### config.mk
export PLATFORM = sky130hd
export DESIGN_NAME = mem_access_unit_flat
export DESIGN_NICKNAME = d
export VERILOG_FILES = /design/src/rtl/mem_access_unit_pkg.sv /design/src/rtl/mem_access_unit_if.sv /design/src/rtl/mem_access_unit_lane_align.sv /design/src/rtl/mem_access_unit.sv /design/src/flat_wrapper.sv
export SDC_FILE = /design/constraint.sdc
export NUM_CORES = 1
export LEC_CHECK = 0
export CORE_MARGIN = 2
export CORE_UTILIZATION = 48
export CTS_CLUSTER_DIAMETER = 60
export CTS_CLUSTER_SIZE = 12
export DETAILED_ROUTE_END_ITERATION = 12
export PLACE_DENSITY = 0.81
export SYNTH_ARGS = -nofsm -noshare
export SYNTH_HDL_FRONTEND = slang
export SYNTH_HIERARCHICAL = 1
export SYNTH_SLANG_ARGS = --single-unit
### constraint.sdc
create_clock -name clk -period 2.1 [get_ports clk]
set_clock_uncertainty 0.15 [all_clocks]
set_input_delay 0.21 -clock clk [delete_from_list [all_inputs] [get_ports clk]]
set_output_delay 0.21 -clock clk [all_outputs]
set_load 0.02 [all_outputs]
### src/rtl/mem_access_unit_pkg.sv
// Shared constants, size codes and FSM state type for the data-memory access unit.
package mem_access_unit_pkg;

  localparam int DEF_LEN_DATA = 32;
  localparam int DEF_SIZE_MEM = 1024;

  localparam logic [1:0] SZ_BYTE = 2'b00;
  localparam logic [1:0] SZ_HALF = 2'b01;
  localparam logic [1:0] SZ_WORD = 2'b10;

  typedef enum logic [1:0] {
    IDLE = 2'b00,
    RD   = 2'b01,
    WR   = 2'b10,
    DONE = 2'b11
  } state_e;

  // The reserved size code 2'b11 behaves exactly like a word access.
  function automatic logic is_word(input logic [1:0] size);
    return (size == SZ_WORD) || (size == 2'b11);
  endfunction

  function automatic logic is_misaligned(input logic [1:0] size, input logic [1:0] offset);
    return ((size == SZ_HALF) && offset[0]) || (is_word(size) && (offset != 2'b00));
  endfunction

endpackage

### src/rtl/mem_access_unit_if.sv
// Pipeline request/response and data-memory strobe bundle; master is the access unit.
interface mem_access_unit_if
  import mem_access_unit_pkg::*;
#(
  parameter int LEN_DATA = DEF_LEN_DATA
);

  logic                req_valid;
  logic                req_write;
  logic [1:0]          req_size;
  logic                req_signed;
  logic [LEN_DATA-1:0] req_adr;
  logic [LEN_DATA-1:0] req_wdata;
  logic                stall;
  logic                ack;
  logic                err;
  logic [LEN_DATA-1:0] rdata;
  logic                mem_read;
  logic                mem_write;
  logic [LEN_DATA-1:0] mem_adr;
  logic [LEN_DATA-1:0] mem_data;
  logic [LEN_DATA-1:0] mem_out;

  modport master (
    input  req_valid, req_write, req_size, req_signed, req_adr, req_wdata, mem_out,
    output stall, ack, err, rdata, mem_read, mem_write, mem_adr, mem_data
  );

  modport slave (
    output req_valid, req_write, req_size, req_signed, req_adr, req_wdata, mem_out,
    input  stall, ack, err, rdata, mem_read, mem_write, mem_adr, mem_data
  );

endinterface

### src/rtl/mem_access_unit_lane_align.sv
// Little-endian lane handling: extracts a load lane from a word and merges a store lane into one.
module lane_align
  import mem_access_unit_pkg::*;
#(
  parameter int LEN_DATA = DEF_LEN_DATA
) (
  input  logic [LEN_DATA-1:0] word_i,
  input  logic [LEN_DATA-1:0] wdata_i,
  input  logic [1:0]          offset_i,
  input  logic [1:0]          size_i,
  input  logic                signed_i,
  output logic [LEN_DATA-1:0] rdata_o,
  output logic [LEN_DATA-1:0] merged_o
);

  logic [4:0]          shamt;
  logic [LEN_DATA-1:0] shifted;
  logic [LEN_DATA-1:0] laneMask;

  assign shamt   = {offset_i, 3'b000};
  assign shifted = word_i >> shamt;

  always_comb begin
    rdata_o  = word_i;
    laneMask = '1;
    case (size_i)
      SZ_BYTE: begin
        rdata_o  = {{(LEN_DATA-8){signed_i & shifted[7]}}, shifted[7:0]};
        laneMask = LEN_DATA'(8'hFF);
      end
      SZ_HALF: begin
        rdata_o  = {{(LEN_DATA-16){signed_i & shifted[15]}}, shifted[15:0]};
        laneMask = LEN_DATA'(16'hFFFF);
      end
      default: ;
    endcase
  end

  // Keep every byte of the old word except the target lane, which takes the store data.
  assign merged_o = (word_i & ~(laneMask << shamt)) | ((wdata_i & laneMask) << shamt);

endmodule

### src/rtl/mem_access_unit.sv
// MEM-stage initiator: turns byte-addressed loads/stores into word-memory strobes,
// using read-modify-write for sub-word stores and stalling the pipeline until done.
module mem_access_unit
  import mem_access_unit_pkg::*;
#(
  parameter int LEN_DATA = DEF_LEN_DATA,
  parameter int SIZE_MEM = DEF_SIZE_MEM
) (
  input logic clk,
  input logic rst,
  mem_access_unit_if.master bus
);

  state_e              state_q, state_d;
  logic                write_q, write_d;
  logic                signed_q, signed_d;
  logic [1:0]          size_q, size_d;
  logic [1:0]          offset_q, offset_d;
  logic [LEN_DATA-1:0] index_q, index_d;
  logic [LEN_DATA-1:0] wdata_q, wdata_d;

  logic                ack_q, ack_d;
  logic                err_q, err_d;
  logic [LEN_DATA-1:0] rdata_q, rdata_d;
  logic                memRead_q, memRead_d;
  logic                memWrite_q, memWrite_d;
  logic [LEN_DATA-1:0] memAdr_q, memAdr_d;
  logic [LEN_DATA-1:0] memData_q, memData_d;

  logic [LEN_DATA-1:0] reqIndex;
  logic                reqBad;
  logic [LEN_DATA-1:0] extracted;
  logic [LEN_DATA-1:0] merged;

  assign reqIndex = {2'b00, bus.req_adr[LEN_DATA-1:2]};
  assign reqBad   = is_misaligned(bus.req_size, bus.req_adr[1:0]) ||
                    (reqIndex >= LEN_DATA'(SIZE_MEM));

  // Lane logic works straight off mem_out during RD; its results are registered as the read buffer.
  lane_align #(.LEN_DATA(LEN_DATA)) u_lane_align (
    .word_i   (bus.mem_out),
    .wdata_i  (wdata_q),
    .offset_i (offset_q),
    .size_i   (size_q),
    .signed_i (signed_q),
    .rdata_o  (extracted),
    .merged_o (merged)
  );

  always_comb begin
    state_d    = state_q;
    write_d    = write_q;
    signed_d   = signed_q;
    size_d     = size_q;
    offset_d   = offset_q;
    index_d    = index_q;
    wdata_d    = wdata_q;
    ack_d      = 1'b0;
    err_d      = 1'b0;
    rdata_d    = '0;
    memRead_d  = 1'b0;
    memWrite_d = 1'b0;
    memAdr_d   = '0;
    memData_d  = '0;
    case (state_q)
      IDLE: begin
        if (bus.req_valid) begin
          write_d  = bus.req_write;
          signed_d = bus.req_signed;
          size_d   = bus.req_size;
          offset_d = bus.req_adr[1:0];
          index_d  = reqIndex;
          wdata_d  = bus.req_wdata;
          if (reqBad) begin
            state_d = DONE;
            ack_d   = 1'b1;
            err_d   = 1'b1;
          end else if (!bus.req_write || !is_word(bus.req_size)) begin
            state_d   = RD;
            memRead_d = 1'b1;
            memAdr_d  = reqIndex;
          end else begin
            state_d    = WR;
            memWrite_d = 1'b1;
            memAdr_d   = reqIndex;
            memData_d  = bus.req_wdata;
          end
        end
      end
      RD: begin
        if (write_q) begin
          state_d    = WR;
          memWrite_d = 1'b1;
          memAdr_d   = index_q;
          memData_d  = merged;
        end else begin
          state_d = DONE;
          ack_d   = 1'b1;
          rdata_d = extracted;
        end
      end
      WR: begin
        state_d = DONE;
        ack_d   = 1'b1;
      end
      default: state_d = IDLE;
    endcase
  end

  always_ff @(posedge clk) begin
    if (rst) begin
      state_q    <= IDLE;
      write_q    <= 1'b0;
      signed_q   <= 1'b0;
      size_q     <= SZ_BYTE;
      offset_q   <= 2'b00;
      index_q    <= '0;
      wdata_q    <= '0;
      ack_q      <= 1'b0;
      err_q      <= 1'b0;
      rdata_q    <= '0;
      memRead_q  <= 1'b0;
      memWrite_q <= 1'b0;
      memAdr_q   <= '0;
      memData_q  <= '0;
    end else begin
      state_q    <= state_d;
      write_q    <= write_d;
      signed_q   <= signed_d;
      size_q     <= size_d;
      offset_q   <= offset_d;
      index_q    <= index_d;
      wdata_q    <= wdata_d;
      ack_q      <= ack_d;
      err_q      <= err_d;
      rdata_q    <= rdata_d;
      memRead_q  <= memRead_d;
      memWrite_q <= memWrite_d;
      memAdr_q   <= memAdr_d;
      memData_q  <= memData_d;
    end
  end

  assign bus.stall     = bus.req_valid & ~ack_q;
  assign bus.ack       = ack_q;
  assign bus.err       = err_q;
  assign bus.rdata     = rdata_q;
  assign bus.mem_read  = memRead_q;
  assign bus.mem_write = memWrite_q;
  assign bus.mem_adr   = memAdr_q;
  assign bus.mem_data  = memData_q;

endmodule

### src/flat_wrapper.sv
// flat-port wrapper written by rule: the top's interface ports become plain ports
module mem_access_unit_flat import mem_access_unit_pkg::*;
#(
  parameter int LEN_DATA = DEF_LEN_DATA,
  parameter int SIZE_MEM = DEF_SIZE_MEM
)
  (clk, rst, bus_req_valid, bus_req_write, bus_req_size, bus_req_signed, bus_req_adr, bus_req_wdata, bus_mem_out, bus_stall, bus_ack, bus_err, bus_rdata, bus_mem_read, bus_mem_write, bus_mem_adr, bus_mem_data);
  mem_access_unit_if #(.LEN_DATA(LEN_DATA)) bus_i ();
  input logic clk;
  input logic rst;
  input wire logic [$bits(bus_i.req_valid)-1:0] bus_req_valid;
  input wire logic [$bits(bus_i.req_write)-1:0] bus_req_write;
  input wire logic [$bits(bus_i.req_size)-1:0] bus_req_size;
  input wire logic [$bits(bus_i.req_signed)-1:0] bus_req_signed;
  input wire logic [$bits(bus_i.req_adr)-1:0] bus_req_adr;
  input wire logic [$bits(bus_i.req_wdata)-1:0] bus_req_wdata;
  input wire logic [$bits(bus_i.mem_out)-1:0] bus_mem_out;
  output wire logic [$bits(bus_i.stall)-1:0] bus_stall;
  output wire logic [$bits(bus_i.ack)-1:0] bus_ack;
  output wire logic [$bits(bus_i.err)-1:0] bus_err;
  output wire logic [$bits(bus_i.rdata)-1:0] bus_rdata;
  output wire logic [$bits(bus_i.mem_read)-1:0] bus_mem_read;
  output wire logic [$bits(bus_i.mem_write)-1:0] bus_mem_write;
  output wire logic [$bits(bus_i.mem_adr)-1:0] bus_mem_adr;
  output wire logic [$bits(bus_i.mem_data)-1:0] bus_mem_data;
  assign bus_i.req_valid = bus_req_valid;
  assign bus_i.req_write = bus_req_write;
  assign bus_i.req_size = bus_req_size;
  assign bus_i.req_signed = bus_req_signed;
  assign bus_i.req_adr = bus_req_adr;
  assign bus_i.req_wdata = bus_req_wdata;
  assign bus_i.mem_out = bus_mem_out;
  assign bus_stall = bus_i.stall;
  assign bus_ack = bus_i.ack;
  assign bus_err = bus_i.err;
  assign bus_rdata = bus_i.rdata;
  assign bus_mem_read = bus_i.mem_read;
  assign bus_mem_write = bus_i.mem_write;
  assign bus_mem_adr = bus_i.mem_adr;
  assign bus_mem_data = bus_i.mem_data;
  mem_access_unit #(.LEN_DATA(LEN_DATA), .SIZE_MEM(SIZE_MEM)) u_core (.clk(clk), .rst(rst), .bus(bus_i));
endmodule
**Word level (Yosys, flattened, before mapping)**

Index checks and enable logic that the tools add are counted.

- Flip-flop bits (word level): 170
- Input bits: 103
- Word-level logic and storage cells: 77

- Magnitude comparators: 1
- Eq/ne operators: 7
- Shifts and indexed selects: 3
- Mux-type cells: 26
- Bitwise operators: 11
- Reductions and logical operators: 15

Operator list:

| kind | count |
|---|---|
| $pmux 32 s2 | 4 |
| $mux 32 | 5 |
| $and 32x32->32 | 2 |
| $shl 32x5->32 | 2 |
| $mux 30 | 2 |
| $not 32->32 | 1 |
| $or 32x32->32 | 1 |
| $shr 32x5->16 | 1 |
| $ge 30x11->1 const B | 1 |
| $mux 1 | 9 |
| $eq 2x1->1 const B | 3 |
| $eq 2x2->1 const B | 3 |
| $mux 2 | 3 |
| $pmux 2 s3 | 1 |
| $logic_not 2->1 | 2 |
| $logic_or 1x1->1 | 4 |
| $not 1->1 | 4 |
| $reduce_or 4->1 | 1 |
| $and 1x1->1 | 3 |
| $pmux 1 s3 | 1 |
| $reduce_or 3->1 | 1 |
| $logic_and 1x1->1 | 2 |
| $logic_not 1->1 | 2 |
| $ne 2x2->1 const B | 1 |
| other kinds (4) | 4 |

**Depth between registers and ports, before layout**

- Depth in word-level cells: 8
- Mapped depth: 9

**Cells and area by module**

Netlist, hierarchy kept.

By module, submodules not included:

| module | times used | cells an instance | area an instance (µm²) |
|---|---|---|---|
| mem_access_unit | 1 | 576 | 5,515.3 |
| lane_align | 1 | 257 | 1,574.0 |

**Worst setup path before layout**

Ideal clock, no wire load.

- Kind: reg-to-reg
- Start point: register u_core.state_q[1]
- End point: register u_core.memAdr_q[5] (netlist: u_core/bus.mem_adr[5])
- Arrival: 1.641 ns
- Setup slack: 0.238 ns
- Cell stages (with the launch flop): 9
- Clock period less this slack: 1.862 ns
- Cell sequence: dfxtp_1 > inv_1 > ha_1 > and2_1 > clkbuf_1 > buf_2 > nand2_1 > or4_1 > a21oi_1

- Longest elaborated chain between the ends: 2
- Elaborated cells on any way between the ends: 3

Ends and longest elaborated chain:

| what | line | RTL |
|---|---|---|
| from (decl) | mem_access_unit.sv:14 | `state_e state_q, state_d;` |
| from (signal assigned) | mem_access_unit.sv:127 | `state_q <= state_d;` |
| $eq 2x1->1 or $logic_not 2->1 (tied branches) | mem_access_unit.sv:65 | `case (state_q)` |
| $pmux 32 s2 (*) | mem_access_unit.sv:65 |  |
| to (signal assigned) | mem_access_unit.sv:139 | `memAdr_q <= memAdr_d;` |
| to (decl) | mem_access_unit.sv:27 | `logic [LEN_DATA-1:0] memAdr_q, memAdr_d;` |

Every way passes the cells marked *; elsewhere a longest branch is shown, timed or not.
A chain may end at the register's enable or synchronous reset.

**Final worst setup path**

- Start point: register u_core.state_q[0]
- End point: register u_core.memData_q[15] (netlist: u_core/bus.mem_data[15])

- Longest elaborated chain between the ends: 2
- Elaborated cells on any way between the ends: 3

Ends and longest elaborated chain:

| what | line | RTL |
|---|---|---|
| $eq 2x1->1 or $logic_not 2->1 (tied branches) | mem_access_unit.sv:65 |  |
| $pmux 32 s2 (*) | mem_access_unit.sv:65 |  |
| to (signal assigned) | mem_access_unit.sv:140 | `memData_q <= memData_d;` |
| to (decl) | mem_access_unit.sv:28 | `logic [LEN_DATA-1:0] memData_q, memData_d;` |

Marks and branches as above.

==> results.sh <==
export IMPL_outcome="complete, no violations"
export IMPL_setup_viol=0
export IMPL_ant_nets=0
export IMPL_netlist_area_um2=7089
export IMPL_numCtsBuffers=17
export IMPL_fin_area_um2=10010
export IMPL_clkSinkCount=168
export IMPL_crit_path_end_kind="flop"
export IMPL_layout_min_cycle_time_ns=2.035
export IMPL_placementRows=44
export IMPL_cp_arrival_ns=2.25
export IMPL_gp_congestion=0.9245
export IMPL_antenna_found_initial=1
export IMPL_yosys_warnings=6
export IMPL_die_h_um=125.5
export IMPL_area_growth_pct=41.17
export IMPL_cts_root_buffer="clkbuf_16"
export IMPL_crit_path_start_kind="flop"
export IMPL_detail_route_vias_per_cell=5.583
export IMPL_timing_fmax_ghz=0.4914
export IMPL_portBuffers=201
export IMPL_start_util_pct=48.96
export IMPL_yosys_area_top_type_share_pct=47.44
export IMPL_yosysSeqAreaShare_pct=47.44
export IMPL_firstDrtPassIters=5
export IMPL_clock_latency_ns=0.43
export IMPL_fin_crit_sh_pct=96.91
export IMPL_crit_fanout=17
export IMPL_core_area_um2=14480
export IMPL_crit_required_ns=2.32
export IMPL_synth_async_reset_ratio_pct=0
export IMPL_synth_top_area_cell="dfxtp_1"
export IMPL_layout_drive_gt1_share_pct=9.846
export IMPL_report_final_slew_viol_count=0
export IMPL_ys_flop_type="dfxtp_1"
export IMPL_drcViolationCount=0
export IMPL_grt_pass1_vias=6419
export IMPL_synth_seq_cells=168
export IMPL_wl_per_cell_um=17.68
export IMPL_clkSlewWorstSetupHoldPaths_ns=0.07
export IMPL_synth_cells=833
export IMPL_ys_types=47
export IMPL_avgSynthCellArea_um2=8.511
export IMPL_grt_max_degree=75
export IMPL_n_antenna_cell=0
export IMPL_hold_path_class="in2reg"
export IMPL_powerDensity_nw_per_um2=950.1
export IMPL_power_leakage_nw=3.829
export IMPL_tightest_slew_ns=0.7822
export IMPL_layout_nets=1130
export IMPL_num_io_pins=204
export IMPL_maxCapViolCount=0
export IMPL_finalWorstSetupSlack_ns=0.06498
export IMPL_vias=6811
export IMPL_dp_hpwl_mm=14.68
export IMPL_ys_top_cells_by_area="dfxtp_1 (47%), nand2_1 (11%), a21oi_1 (6.1%), and2_1 (4.8%), a22oi_1 (4.2%)"
export IMPL_place_area_um2=9350
export IMPL_rsz0062_at_grt="false"
export IMPL_crit_type="reg2reg"
export IMPL_die_area_um2=15760
export IMPL_pre_cts_slack_ns=-0.1825
export IMPL_peakVddDrop_v=0.0005648
export IMPL_slew_headroom_pct=47.86
export IMPL_grt_usage_pct=26.67
export IMPL_cts_tree="yes"
export IMPL_die_w_um=125.5
export IMPL_cts_hold_buf=0
export IMPL_drt_iter0_drc=513
export IMPL_hold_viol=0
export IMPL_cts_max_level=4
export IMPL_cts_buffer_depth=2
export IMPL_grt_remaining_overflow=0
export IMPL_grt_pass1_wl_mm=33.54
export IMPL_finalWirelength_mm=21.56
export IMPL_synth_edff_count=0
layout by cell type, fill, tap and decap left out, types with 9 or more instances in the layout:
| cell type | count |
|---|---|
| a21oi_1 | 86 |
| and2_1 | 53 |
| mux2_2 | 11 |
| a221o_1 | 16 |
| clkbuf_16 | 18 |
| mux2i_1 | 9 |
| o21ai_1 | 14 |
| a22oi_1 | 40 |
| buf_4 | 32 |
| dfxtp_1 | 167 |
| o21ai_0 | 18 |
| nand2_1 | 216 |
| a22o_1 | 32 |
| nor2_1 | 22 |
| or4_1 | 10 |
| clkdlybuf4s50_1 | 200 |
kinds of logic (layout without fill, tap and decap cells):
| family | Yosys count | in the layout | share of synthesized area (%) |
|---|---|---|---|
| and+or+nand+nor | 335 | 336 | 22.08 |
| DFF | 168 | 168 | 47.44 |
| other | 1 | 2 | 0.05290 |
| buffers and inverters | 71 | 272 | 4.412 |
| AOI/OAI and AO/OA | 226 | 226 | 21.06 |
| xor gates and xnor gates | 1 | 1 | 0.1236 |
| adders and majority gates | 4 | 4 | 0.7060 |
| muxes | 27 | 27 | 4.130 |
flip-flops by register name (all words and copies together), names as in the netlist:
register              count
u_core/bus.mem_read       1
u_core/bus.mem_write      1
u_core/index_q           30
u_core/offset_q           2
u_core/state_q            2
u_core/bus.err            1
u_core/size_q             2
u_core/bus.mem_adr       30
u_core/bus.rdata         32
u_core/bus.ack            1
u_core/signed_q           1
u_core/wdata_q           32
u_core/write_q            1
u_core/bus.mem_data      32
final cells by class:
| cell class | instances | area, µm² |
|---|---|---|
| Fill cell | 1165 | 4471 |
| Multi-Input combinational cell | 596 | 3462 |
| Sequential cell | 168 | 3364 |
| Timing Repair Buffer | 238 | 2352 |
| Clock buffer | 18 | 429.2 |
| Tap cell | 184 | 230.2 |
| Clock inverter | 14 | 162.7 |
| Inverter | 2 | 7.507 |
timing repair:
action,CTS,global route
endpoints found under the setup margin,53,18
resized for setup,3,5
cloned,1,1
setup buffers,0,1
cell usage after synthesis, drive strengths merged, types with 3 or more instances:
master	count
and2	54
o22a	7
dfxtp	168
a221o	16
nor3	4
a22oi	40
a21oi	86
nand2	217
or4	10
nor2b	7
o21ai	33
mux2	18
nand2b	3
clkbuf	36
buf	33
nor4	6
a211oi	3
mux2i	9
ha	4
a22o	32
nor2	26
layer usage:
metal | track usage [%] | part of all wire, % | vias up
met5 | 0 | 0.060 | -
met3 | 8.344 | 9.4 | 54
met2 | 43.91 | 48 | 368
met4 | 10.72 | 2.8 | 2
met1 | 32.48 | 39 | 3121
li1 | - | - | 3266
final timing paths:
kind | startpoint | to | slack [ns] | depth (start not counted)
max | u_core/state_q[0]$_SDFFE_PP0P_ | u_core/bus.mem_data[15]$_SDFF_PP0_ | 0.06 | 9
min | bus_req_signed | u_core/signed_q$_SDFFE_PP0P_ | 0.20 | 3
max reg2reg | u_core/state_q[0]$_SDFFE_PP0P_ | u_core/bus.mem_data[15]$_SDFF_PP0_ | 0.06 | 9
min reg2reg | u_core/index_q[15]$_SDFFE_PP0P_ | u_core/index_q[15]$_SDFFE_PP0P_ | 0.30 | 2
power breakdown:
| group | total [mW] | internal [mW] | switching [mW] |
|---|---|---|---|
| clock | 3.14 | 1.79 | 1.35 |
| combinational | 2.62 | 1.10 | 1.52 |
| sequential | 3.75 | 3.50 | 0.254 |
| total | 9.51 | 6.39 | 3.12 |
worst max-delay path, cell delays in order, from the launching register on:
cell and delay, ns:
dfxtp_1 0.34, inv_1 0.09, ha_2 0.21, buf_4 0.13
nand2_2 0.07, or3_4 0.35, nor4_4 0.13, buf_4 0.18
buf_12 0.16, a22o_1 0.15
through the flow:
stage          hold slack [ns]  TNS (ns)  total power, mW  instances  utilization [%]
2_1_floorplan           0.1857         0            5.351        834                -
4_1_cts                 0.1825         0            9.497       1218            68.80
3_5_place_dp            0.2895    -3.946            6.330       1185            64.58
3_3_place_gp            0.2838    -2.207            6.292       1185            64.58
6_report                0.1990         0            9.509       1220            69.12
5_1_grt                 0.1926         0            9.964       1220            69.12
(Power assumes the default switching activity.)
